### src/rtl/soc_axi_regs_if.sv
// AXI4-Lite bus bundle for the soc_axi_regs register file.
// The master modport is the host side, the slave modport is the register file.
interface soc_axi_regs_if #(
    parameter int C_S_AXI_DATA_WIDTH = 32,
    parameter int C_S_AXI_ADDR_WIDTH = 5
);
    logic [C_S_AXI_ADDR_WIDTH-1:0]     S_AXI_AWADDR;
    logic [2:0]                        S_AXI_AWPROT;
    logic                              S_AXI_AWVALID;
    logic                              S_AXI_AWREADY;
    logic [C_S_AXI_DATA_WIDTH-1:0]     S_AXI_WDATA;
    logic [(C_S_AXI_DATA_WIDTH/8)-1:0] S_AXI_WSTRB;
    logic                              S_AXI_WVALID;
    logic                              S_AXI_WREADY;
    logic [1:0]                        S_AXI_BRESP;
    logic                              S_AXI_BVALID;
    logic                              S_AXI_BREADY;
    logic [C_S_AXI_ADDR_WIDTH-1:0]     S_AXI_ARADDR;
    logic [2:0]                        S_AXI_ARPROT;
    logic                              S_AXI_ARVALID;
    logic                              S_AXI_ARREADY;
    logic [C_S_AXI_DATA_WIDTH-1:0]     S_AXI_RDATA;
    logic [1:0]                        S_AXI_RRESP;
    logic                              S_AXI_RVALID;
    logic                              S_AXI_RREADY;

    modport master (
        output S_AXI_AWADDR, S_AXI_AWPROT, S_AXI_AWVALID,
        output S_AXI_WDATA, S_AXI_WSTRB, S_AXI_WVALID,
        output S_AXI_BREADY,
        output S_AXI_ARADDR, S_AXI_ARPROT, S_AXI_ARVALID,
        output S_AXI_RREADY,
        input  S_AXI_AWREADY, S_AXI_WREADY, S_AXI_BRESP, S_AXI_BVALID,
        input  S_AXI_ARREADY, S_AXI_RDATA, S_AXI_RRESP, S_AXI_RVALID
    );

    modport slave (
        input  S_AXI_AWADDR, S_AXI_AWPROT, S_AXI_AWVALID,
        input  S_AXI_WDATA, S_AXI_WSTRB, S_AXI_WVALID,
        input  S_AXI_BREADY,
        input  S_AXI_ARADDR, S_AXI_ARPROT, S_AXI_ARVALID,
        input  S_AXI_RREADY,
        output S_AXI_AWREADY, S_AXI_WREADY, S_AXI_BRESP, S_AXI_BVALID,
        output S_AXI_ARREADY, S_AXI_RDATA, S_AXI_RRESP, S_AXI_RVALID
    );
endinterface

### src/rtl/soc_axi_regs.sv
// AXI4-Lite register file: five host-writable control words, three read-only status words.
// Optional macro SOC_ROM_AUTOINC_EN: writes to register 3 also bump the ROM address in register 2[6:1].
module soc_axi_regs #(
    parameter int C_S_AXI_DATA_WIDTH = 32,
    parameter int C_S_AXI_ADDR_WIDTH = 5
) (
    input  logic                          S_AXI_ACLK,
    input  logic                          S_AXI_ARESETN,
    soc_axi_regs_if.slave                 s_axi,
    output logic [C_S_AXI_DATA_WIDTH-1:0] read_from_slv_reg0,
    output logic [C_S_AXI_DATA_WIDTH-1:0] read_from_slv_reg1,
    output logic [C_S_AXI_DATA_WIDTH-1:0] read_from_slv_reg2,
    output logic [C_S_AXI_DATA_WIDTH-1:0] read_from_slv_reg3,
    output logic [C_S_AXI_DATA_WIDTH-1:0] read_from_slv_reg4,
    input  logic [C_S_AXI_DATA_WIDTH-1:0] write_to_slv_reg5,
    input  logic [C_S_AXI_DATA_WIDTH-1:0] write_to_slv_reg6,
    input  logic [C_S_AXI_DATA_WIDTH-1:0] write_to_slv_reg7
);
    localparam int NUM_CTRL  = 5;
    localparam int NUM_LANES = C_S_AXI_DATA_WIDTH / 8;

    logic awready_reg, wready_reg, bvalid_reg;
    logic arready_reg, rvalid_reg;
    logic [C_S_AXI_DATA_WIDTH-1:0] rdata_reg;
    logic [C_S_AXI_DATA_WIDTH-1:0] rdata_next;
    logic [NUM_CTRL-1:0][C_S_AXI_DATA_WIDTH-1:0] ctrl_reg;
    logic [NUM_CTRL-1:0][C_S_AXI_DATA_WIDTH-1:0] ctrl_next;

    logic [C_S_AXI_ADDR_WIDTH-1:0] awaddr, araddr;
    logic [2:0] wr_sel, rd_sel;
    logic aw_take, wr_fire, ar_take, rd_fire;
    logic unused_in;

    assign awaddr = s_axi.S_AXI_AWADDR;
    assign araddr = s_axi.S_AXI_ARADDR;
    assign wr_sel = awaddr[4:2];
    assign rd_sel = araddr[4:2];
    assign unused_in = ^{s_axi.S_AXI_AWPROT, s_axi.S_AXI_ARPROT, awaddr[1:0], araddr[1:0]};

    // READY is registered: it rises the cycle after AW and W are both seen, so the
    // cycle where it is high is the handshake and the commit happens on its closing edge.
    assign aw_take = s_axi.S_AXI_AWVALID & s_axi.S_AXI_WVALID & ~bvalid_reg & ~awready_reg;
    assign wr_fire = awready_reg & s_axi.S_AXI_AWVALID & wready_reg & s_axi.S_AXI_WVALID;
    assign ar_take = s_axi.S_AXI_ARVALID & ~rvalid_reg & ~arready_reg;
    assign rd_fire = arready_reg & s_axi.S_AXI_ARVALID;

    always_ff @(posedge S_AXI_ACLK or negedge S_AXI_ARESETN) begin
        if (!S_AXI_ARESETN) begin
            awready_reg <= 1'b0;
            wready_reg  <= 1'b0;
            bvalid_reg  <= 1'b0;
        end else begin
            awready_reg <= aw_take;
            wready_reg  <= aw_take;
            if (wr_fire)
                bvalid_reg <= 1'b1;
            else if (s_axi.S_AXI_BREADY)
                bvalid_reg <= 1'b0;
        end
    end

    // Per-lane merge of write data into the addressed control word.
    for (genvar gi = 0; gi < NUM_CTRL; gi++) begin : g_ctrl
        for (genvar gb = 0; gb < NUM_LANES; gb++) begin : g_lane
            assign ctrl_next[gi][8*gb +: 8] =
                (wr_fire && (wr_sel == 3'(gi)) && s_axi.S_AXI_WSTRB[gb])
                    ? s_axi.S_AXI_WDATA[8*gb +: 8]
                    : ctrl_reg[gi][8*gb +: 8];
        end
    end

    always_ff @(posedge S_AXI_ACLK or negedge S_AXI_ARESETN) begin
        if (!S_AXI_ARESETN) begin
            ctrl_reg <= '0;
        end else begin
            ctrl_reg <= ctrl_next;
`ifdef SOC_ROM_AUTOINC_EN
            // Register 2 is never written in the same cycle as register 3, so this
            // override of the ROM address field cannot clash with a host write.
            if (wr_fire && (wr_sel == 3'd3) && (|s_axi.S_AXI_WSTRB))
                ctrl_reg[2][6:1] <= ctrl_reg[2][6:1] + 6'd1;
`endif
        end
    end

    always_comb begin
        rdata_next = '0;
        case (rd_sel)
            3'd0:    rdata_next = ctrl_reg[0];
            3'd1:    rdata_next = ctrl_reg[1];
            3'd2:    rdata_next = ctrl_reg[2];
            3'd3:    rdata_next = ctrl_reg[3];
            3'd4:    rdata_next = ctrl_reg[4];
            3'd5:    rdata_next = write_to_slv_reg5;
            3'd6:    rdata_next = write_to_slv_reg6;
            default: rdata_next = write_to_slv_reg7;
        endcase
    end

    always_ff @(posedge S_AXI_ACLK or negedge S_AXI_ARESETN) begin
        if (!S_AXI_ARESETN) begin
            arready_reg <= 1'b0;
            rvalid_reg  <= 1'b0;
            rdata_reg   <= '0;
        end else begin
            arready_reg <= ar_take;
            if (rd_fire) begin
                rvalid_reg <= 1'b1;
                rdata_reg  <= rdata_next;
            end else if (s_axi.S_AXI_RREADY) begin
                rvalid_reg <= 1'b0;
            end
        end
    end

    assign s_axi.S_AXI_AWREADY = awready_reg;
    assign s_axi.S_AXI_WREADY  = wready_reg;
    assign s_axi.S_AXI_BVALID  = bvalid_reg;
    assign s_axi.S_AXI_BRESP   = 2'b00;
    assign s_axi.S_AXI_ARREADY = arready_reg;
    assign s_axi.S_AXI_RVALID  = rvalid_reg;
    assign s_axi.S_AXI_RDATA   = rdata_reg;
    assign s_axi.S_AXI_RRESP   = 2'b00;

    assign read_from_slv_reg0 = ctrl_reg[0];
    assign read_from_slv_reg1 = ctrl_reg[1];
    assign read_from_slv_reg2 = ctrl_reg[2];
    assign read_from_slv_reg3 = ctrl_reg[3];
    assign read_from_slv_reg4 = ctrl_reg[4];
endmodule
### src/flat_wrapper.sv
// flat-port wrapper written by rule: the top's interface ports become plain ports
module soc_axi_regs_flat 
#(
    parameter int C_S_AXI_DATA_WIDTH = 32,
    parameter int C_S_AXI_ADDR_WIDTH = 5
)
  (S_AXI_ACLK, S_AXI_ARESETN, read_from_slv_reg0, read_from_slv_reg1, read_from_slv_reg2, read_from_slv_reg3, read_from_slv_reg4, write_to_slv_reg5, write_to_slv_reg6, write_to_slv_reg7, s_axi_S_AXI_AWADDR, s_axi_S_AXI_AWPROT, s_axi_S_AXI_AWVALID, s_axi_S_AXI_WDATA, s_axi_S_AXI_WSTRB, s_axi_S_AXI_WVALID, s_axi_S_AXI_BREADY, s_axi_S_AXI_ARADDR, s_axi_S_AXI_ARPROT, s_axi_S_AXI_ARVALID, s_axi_S_AXI_RREADY, s_axi_S_AXI_AWREADY, s_axi_S_AXI_WREADY, s_axi_S_AXI_BRESP, s_axi_S_AXI_BVALID, s_axi_S_AXI_ARREADY, s_axi_S_AXI_RDATA, s_axi_S_AXI_RRESP, s_axi_S_AXI_RVALID);
  soc_axi_regs_if #(.C_S_AXI_DATA_WIDTH(C_S_AXI_DATA_WIDTH), .C_S_AXI_ADDR_WIDTH(C_S_AXI_ADDR_WIDTH)) s_axi_i ();
  input  logic S_AXI_ACLK;
  input  logic S_AXI_ARESETN;
  output logic [C_S_AXI_DATA_WIDTH-1:0] read_from_slv_reg0;
  output logic [C_S_AXI_DATA_WIDTH-1:0] read_from_slv_reg1;
  output logic [C_S_AXI_DATA_WIDTH-1:0] read_from_slv_reg2;
  output logic [C_S_AXI_DATA_WIDTH-1:0] read_from_slv_reg3;
  output logic [C_S_AXI_DATA_WIDTH-1:0] read_from_slv_reg4;
  input  logic [C_S_AXI_DATA_WIDTH-1:0] write_to_slv_reg5;
  input  logic [C_S_AXI_DATA_WIDTH-1:0] write_to_slv_reg6;
  input  logic [C_S_AXI_DATA_WIDTH-1:0] write_to_slv_reg7;
  input wire logic [$bits(s_axi_i.S_AXI_AWADDR)-1:0] s_axi_S_AXI_AWADDR;
  input wire logic [$bits(s_axi_i.S_AXI_AWPROT)-1:0] s_axi_S_AXI_AWPROT;
  input wire logic [$bits(s_axi_i.S_AXI_AWVALID)-1:0] s_axi_S_AXI_AWVALID;
  input wire logic [$bits(s_axi_i.S_AXI_WDATA)-1:0] s_axi_S_AXI_WDATA;
  input wire logic [$bits(s_axi_i.S_AXI_WSTRB)-1:0] s_axi_S_AXI_WSTRB;
  input wire logic [$bits(s_axi_i.S_AXI_WVALID)-1:0] s_axi_S_AXI_WVALID;
  input wire logic [$bits(s_axi_i.S_AXI_BREADY)-1:0] s_axi_S_AXI_BREADY;
  input wire logic [$bits(s_axi_i.S_AXI_ARADDR)-1:0] s_axi_S_AXI_ARADDR;
  input wire logic [$bits(s_axi_i.S_AXI_ARPROT)-1:0] s_axi_S_AXI_ARPROT;
  input wire logic [$bits(s_axi_i.S_AXI_ARVALID)-1:0] s_axi_S_AXI_ARVALID;
  input wire logic [$bits(s_axi_i.S_AXI_RREADY)-1:0] s_axi_S_AXI_RREADY;
  output wire logic [$bits(s_axi_i.S_AXI_AWREADY)-1:0] s_axi_S_AXI_AWREADY;
  output wire logic [$bits(s_axi_i.S_AXI_WREADY)-1:0] s_axi_S_AXI_WREADY;
  output wire logic [$bits(s_axi_i.S_AXI_BRESP)-1:0] s_axi_S_AXI_BRESP;
  output wire logic [$bits(s_axi_i.S_AXI_BVALID)-1:0] s_axi_S_AXI_BVALID;
  output wire logic [$bits(s_axi_i.S_AXI_ARREADY)-1:0] s_axi_S_AXI_ARREADY;
  output wire logic [$bits(s_axi_i.S_AXI_RDATA)-1:0] s_axi_S_AXI_RDATA;
  output wire logic [$bits(s_axi_i.S_AXI_RRESP)-1:0] s_axi_S_AXI_RRESP;
  output wire logic [$bits(s_axi_i.S_AXI_RVALID)-1:0] s_axi_S_AXI_RVALID;
  assign s_axi_i.S_AXI_AWADDR = s_axi_S_AXI_AWADDR;
  assign s_axi_i.S_AXI_AWPROT = s_axi_S_AXI_AWPROT;
  assign s_axi_i.S_AXI_AWVALID = s_axi_S_AXI_AWVALID;
  assign s_axi_i.S_AXI_WDATA = s_axi_S_AXI_WDATA;
  assign s_axi_i.S_AXI_WSTRB = s_axi_S_AXI_WSTRB;
  assign s_axi_i.S_AXI_WVALID = s_axi_S_AXI_WVALID;
  assign s_axi_i.S_AXI_BREADY = s_axi_S_AXI_BREADY;
  assign s_axi_i.S_AXI_ARADDR = s_axi_S_AXI_ARADDR;
  assign s_axi_i.S_AXI_ARPROT = s_axi_S_AXI_ARPROT;
  assign s_axi_i.S_AXI_ARVALID = s_axi_S_AXI_ARVALID;
  assign s_axi_i.S_AXI_RREADY = s_axi_S_AXI_RREADY;
  assign s_axi_S_AXI_AWREADY = s_axi_i.S_AXI_AWREADY;
  assign s_axi_S_AXI_WREADY = s_axi_i.S_AXI_WREADY;
  assign s_axi_S_AXI_BRESP = s_axi_i.S_AXI_BRESP;
  assign s_axi_S_AXI_BVALID = s_axi_i.S_AXI_BVALID;
  assign s_axi_S_AXI_ARREADY = s_axi_i.S_AXI_ARREADY;
  assign s_axi_S_AXI_RDATA = s_axi_i.S_AXI_RDATA;
  assign s_axi_S_AXI_RRESP = s_axi_i.S_AXI_RRESP;
  assign s_axi_S_AXI_RVALID = s_axi_i.S_AXI_RVALID;
  soc_axi_regs #(.C_S_AXI_DATA_WIDTH(C_S_AXI_DATA_WIDTH), .C_S_AXI_ADDR_WIDTH(C_S_AXI_ADDR_WIDTH)) u_core (.S_AXI_ACLK(S_AXI_ACLK), .S_AXI_ARESETN(S_AXI_ARESETN), .s_axi(s_axi_i), .read_from_slv_reg0(read_from_slv_reg0), .read_from_slv_reg1(read_from_slv_reg1), .read_from_slv_reg2(read_from_slv_reg2), .read_from_slv_reg3(read_from_slv_reg3), .read_from_slv_reg4(read_from_slv_reg4), .write_to_slv_reg5(write_to_slv_reg5), .write_to_slv_reg6(write_to_slv_reg6), .write_to_slv_reg7(write_to_slv_reg7));
endmodule
### config.mk
export PLATFORM = sky130hd
export DESIGN_NAME = soc_axi_regs_flat
export DESIGN_NICKNAME = d
export VERILOG_FILES = /design/src/rtl/soc_axi_regs_if.sv /design/src/rtl/soc_axi_regs.sv /design/src/flat_wrapper.sv
export SDC_FILE = /design/constraint.sdc
export NUM_CORES = 1
export LEC_CHECK = 0
export ABC_AREA = 1
export CORE_ASPECT_RATIO = 1.25
export CORE_MARGIN = 4
export CORE_UTILIZATION = 40
export CTS_CLUSTER_DIAMETER = 100
export DETAILED_ROUTE_END_ITERATION = 8
export PLACE_DENSITY = 0.71
export SYNTH_ARGS = -nofsm -noshare
export SYNTH_HDL_FRONTEND = slang
export SYNTH_SLANG_ARGS = --single-unit
### constraint.sdc
create_clock -name S_AXI_ACLK -period 3.4 [get_ports S_AXI_ACLK]
set_clock_uncertainty 0.05 [all_clocks]
set_input_delay 0.51 -clock S_AXI_ACLK [delete_from_list [all_inputs] [get_ports S_AXI_ACLK]]
set_output_delay 0.51 -clock S_AXI_ACLK [all_outputs]
set_load 0.05 [all_outputs]
==> metrics.yaml <==
run_status:
  status: "completed"
synth:
  ys_warn_count: 0
  synth_top_area_frac: 0.461
  synth_compound_area_frac: 0.0622
  synth_seq_cells: 196
  synth-main-ff-cell: "dfrtp_1"
  synthTopCellsByArea: "dfrtp_1 46%, nand2_1 21%, nand4_1 9.4%, nand3_1 4.6%, nor2_1 4.6%"
  syn_inst: 1449
  synth_cell_types: 25
  synth_xor_xnor_area_share: 0
  synth_top_family_by_area: "simple AND/OR/NAND/NOR gates"
  netlist_area_um2: 10600
  post-synth-top-count-cell: "nand2_1"
  async_reset_ff_frac: 1.00
  synth_common_cells: "582 x nand2_1, 196 x dfrtp_1, 160 x nand4_1"
  synth_top_area_cell: "dfrtp_1"
  avgSynthCellArea_um2: 7.34
  synthMuxAreaShare: 0
  synth-edff-count: 0
  yosys.area_share.adder: 0
  yosys.area_share.simple: 0.416
  synth_seq_area_share: 0.461
sta:
  setup_viol: 0
  fmax_mhz: 431
  rsz0062_at_grt: "no"
  drv_slew: 0
  hold_viol_final: 0
  finalCritPeriodShare: 0.683
  period_minus_slack_ns: 2.32
  setup_tns_ns: 0
  postLayoutSetupSlackWorst_ns: 1.08
  worst_pin_slew_ns: 1.03
  slew_headroom: 0.312
critical_path:
  cp.required_ns: 2.84
  timing.critical_path.from_type: "register"
  slowest_stage: "clkdlybuf4s50_1"
  end_kind: "output pin"
  critical_path_class: "register to output pin"
  cp_top_family: "buffers and inverters"
  crit_buf_inv: 1
  path_cells: "clkdlybuf4s50_1"
  max_stage_delay_ns: 0.86
  critPathMaxFanout: 3
  arrival_ns: 1.76
route:
  finalWirelength_um: 42800
  via_per_inst: 5.58
  drt_iter0_drc: 883
  num_vias: 11600
  drtPass1Iterations: 5
  drc: 0
  wl_per_cell_um: 20.6
  postRouteAntennaNets: 0
global_route:
  grt_use_met3: 0.0572
  grt_busiest_layer: "met2"
  antenna_found_initial: 0
  grt-ovfl-total: 0
  grt_pass1_vias: 11200
  grt_max_degree: 97
  grt_pass1_wl_um: 65400
  grt_util_all_layers: 0.283
  use_met2: 0.473
  met1_usage: 0.360
placement:
  dp_cells: 2046
  dpl-instance-area_um2: 14200
  place_hpwl_um: 28400
  gp_congestion: 0.873
  portBuffers: 341
  dp_slack_ns: 0.707
clocking:
  numClockSinks: 196
  cts-htree-levels: 4
  insertion_delay_ns: 0.45
  clk_root_buffer_cell: "clkbuf_16"
  post_cts_buffers: 0
  clk_pin_slew_worst_paths_ns: 0.08
  cts_buffers: 17
  holdBufCountCts: 0
  cts_tree: "yes"
  cts_resized: 0
  clockBufferDepth: 2
finish:
  drive_gt1_frac: 0.0581
  stdcell_count: 2079
  syn_to_final_growth_pct: 38.4
  fillers: 2490
  seqCellArea_um2: 4900
  multiInputGateArea_um2: 5110
  nets: 1880
  postLayoutCoreUtil: 0.564
  fin_area_um2: 14700
die:
  core-area_um2: 26100
  die_w_um: 154
  row_count: 66
  die_h_um: 190
  start_util: 0.408
  io_pins: 356
  dieArea_um2: 29300
hold_path:
  hp-class: "input pin to asynchronous set/reset pin"
power:
  max-vdd-ir-drop_v: 0.000333
  p_per_area_nw_per_um2: 461
  p_leak_nw: 7.46
run:
  drv_cap: 0
[cells in the final DEF (no fill, tap or decap), drive strengths merged]
master and instances:
nand2 583, clkdlybuf4s50 337, dfrtp 196, nand4 164, nor2 148, o21ai 130, nand3 98, buf 30
clkbuf 23, inv 14, clkinv 10, conb 4, diode 1, nor3 1
[cell families after synthesis]
logic type / after synthesis
and+or+nand+nor: 994
DFF: 196
AOI/OAI and AO/OA: 130
buffers and inverters: 128
other: 1
[through the flow]
stage / hold slack [ns] / power (mW)
after floorplan: 0.164 / 3.97
after global placement: 0.399 / 4.86
after detailed placement: 0.407 / 4.88
after CTS: 0.118 / 6.81
after global routing: 0.134 / 7.03
final: 0.0763 / 6.78
[final cells by class]
type / instances / share of cell area
Sequential cell: 196 / 0.333
Antenna cell: 1 / 0.000170
Clock inverter: 10 / 0.00518
Timing Repair Buffer: 368 / 0.250
Tap cell: 340 / 0.0289
Multi-Input combinational cell: 1128 / 0.347
Clock buffer: 22 / 0.0322
Inverter: 14 / 0.00374
[sequential cells by signal, summed over array words and instances, names as in the netlist]
signal	cells
u_core.s_axi.S_AXI_RVALID	1
u_core.s_axi.S_AXI_AWREADY	1
u_core.read_from_slv_reg0	32
u_core.read_from_slv_reg3	32
u_core.s_axi.S_AXI_BVALID	1
u_core.s_axi.S_AXI_RDATA	32
u_core.read_from_slv_reg4	32
u_core.read_from_slv_reg2	32
u_core.s_axi.S_AXI_ARREADY	1
u_core.read_from_slv_reg1	32
[power breakdown]
| part | leakage, nW | total [mW] | internal, mW | switching [mW] |
|---|---|---|---|---|
| clock network | 0.274 | 1.94 | 1.00 | 0.938 |
| registers | 2.67 | 2.73 | 2.55 | 0.177 |
| logic | 4.52 | 2.11 | 0.674 | 1.44 |
| total | 7.46 | 6.78 | 4.23 | 2.55 |
[layer usage]
metal  wire length, µm  vias to the layer above
li1                  -                     5389
met1             16800                     5532
met2             21100                      577
met3              3320                      102
met4              1570                        0
met5                 0                        -
[worst paths after layout]
kind,cells after the start,slack [ns],endpoint,start
setup / recovery,1,1.08,read_from_slv_reg4[15],u_core.read_from_slv_reg4[15]
max in group asynchronous,2,2.40,u_core.read_from_slv_reg3[3],S_AXI_ARESETN
min in group S_AXI_ACLK,1,0.41,u_core.s_axi.S_AXI_ARREADY,u_core.s_axi.S_AXI_ARREADY
hold / removal,1,0.08,u_core.s_axi.S_AXI_RDATA[26],S_AXI_ARESETN
hold reg to reg,1,0.41,u_core.s_axi.S_AXI_ARREADY,u_core.s_axi.S_AXI_ARREADY
setup reg to reg,7,1.26,u_core.read_from_slv_reg0[21],u_core.s_axi.S_AXI_AWREADY
No activity file was read; power rests on OpenSTA's default activity.
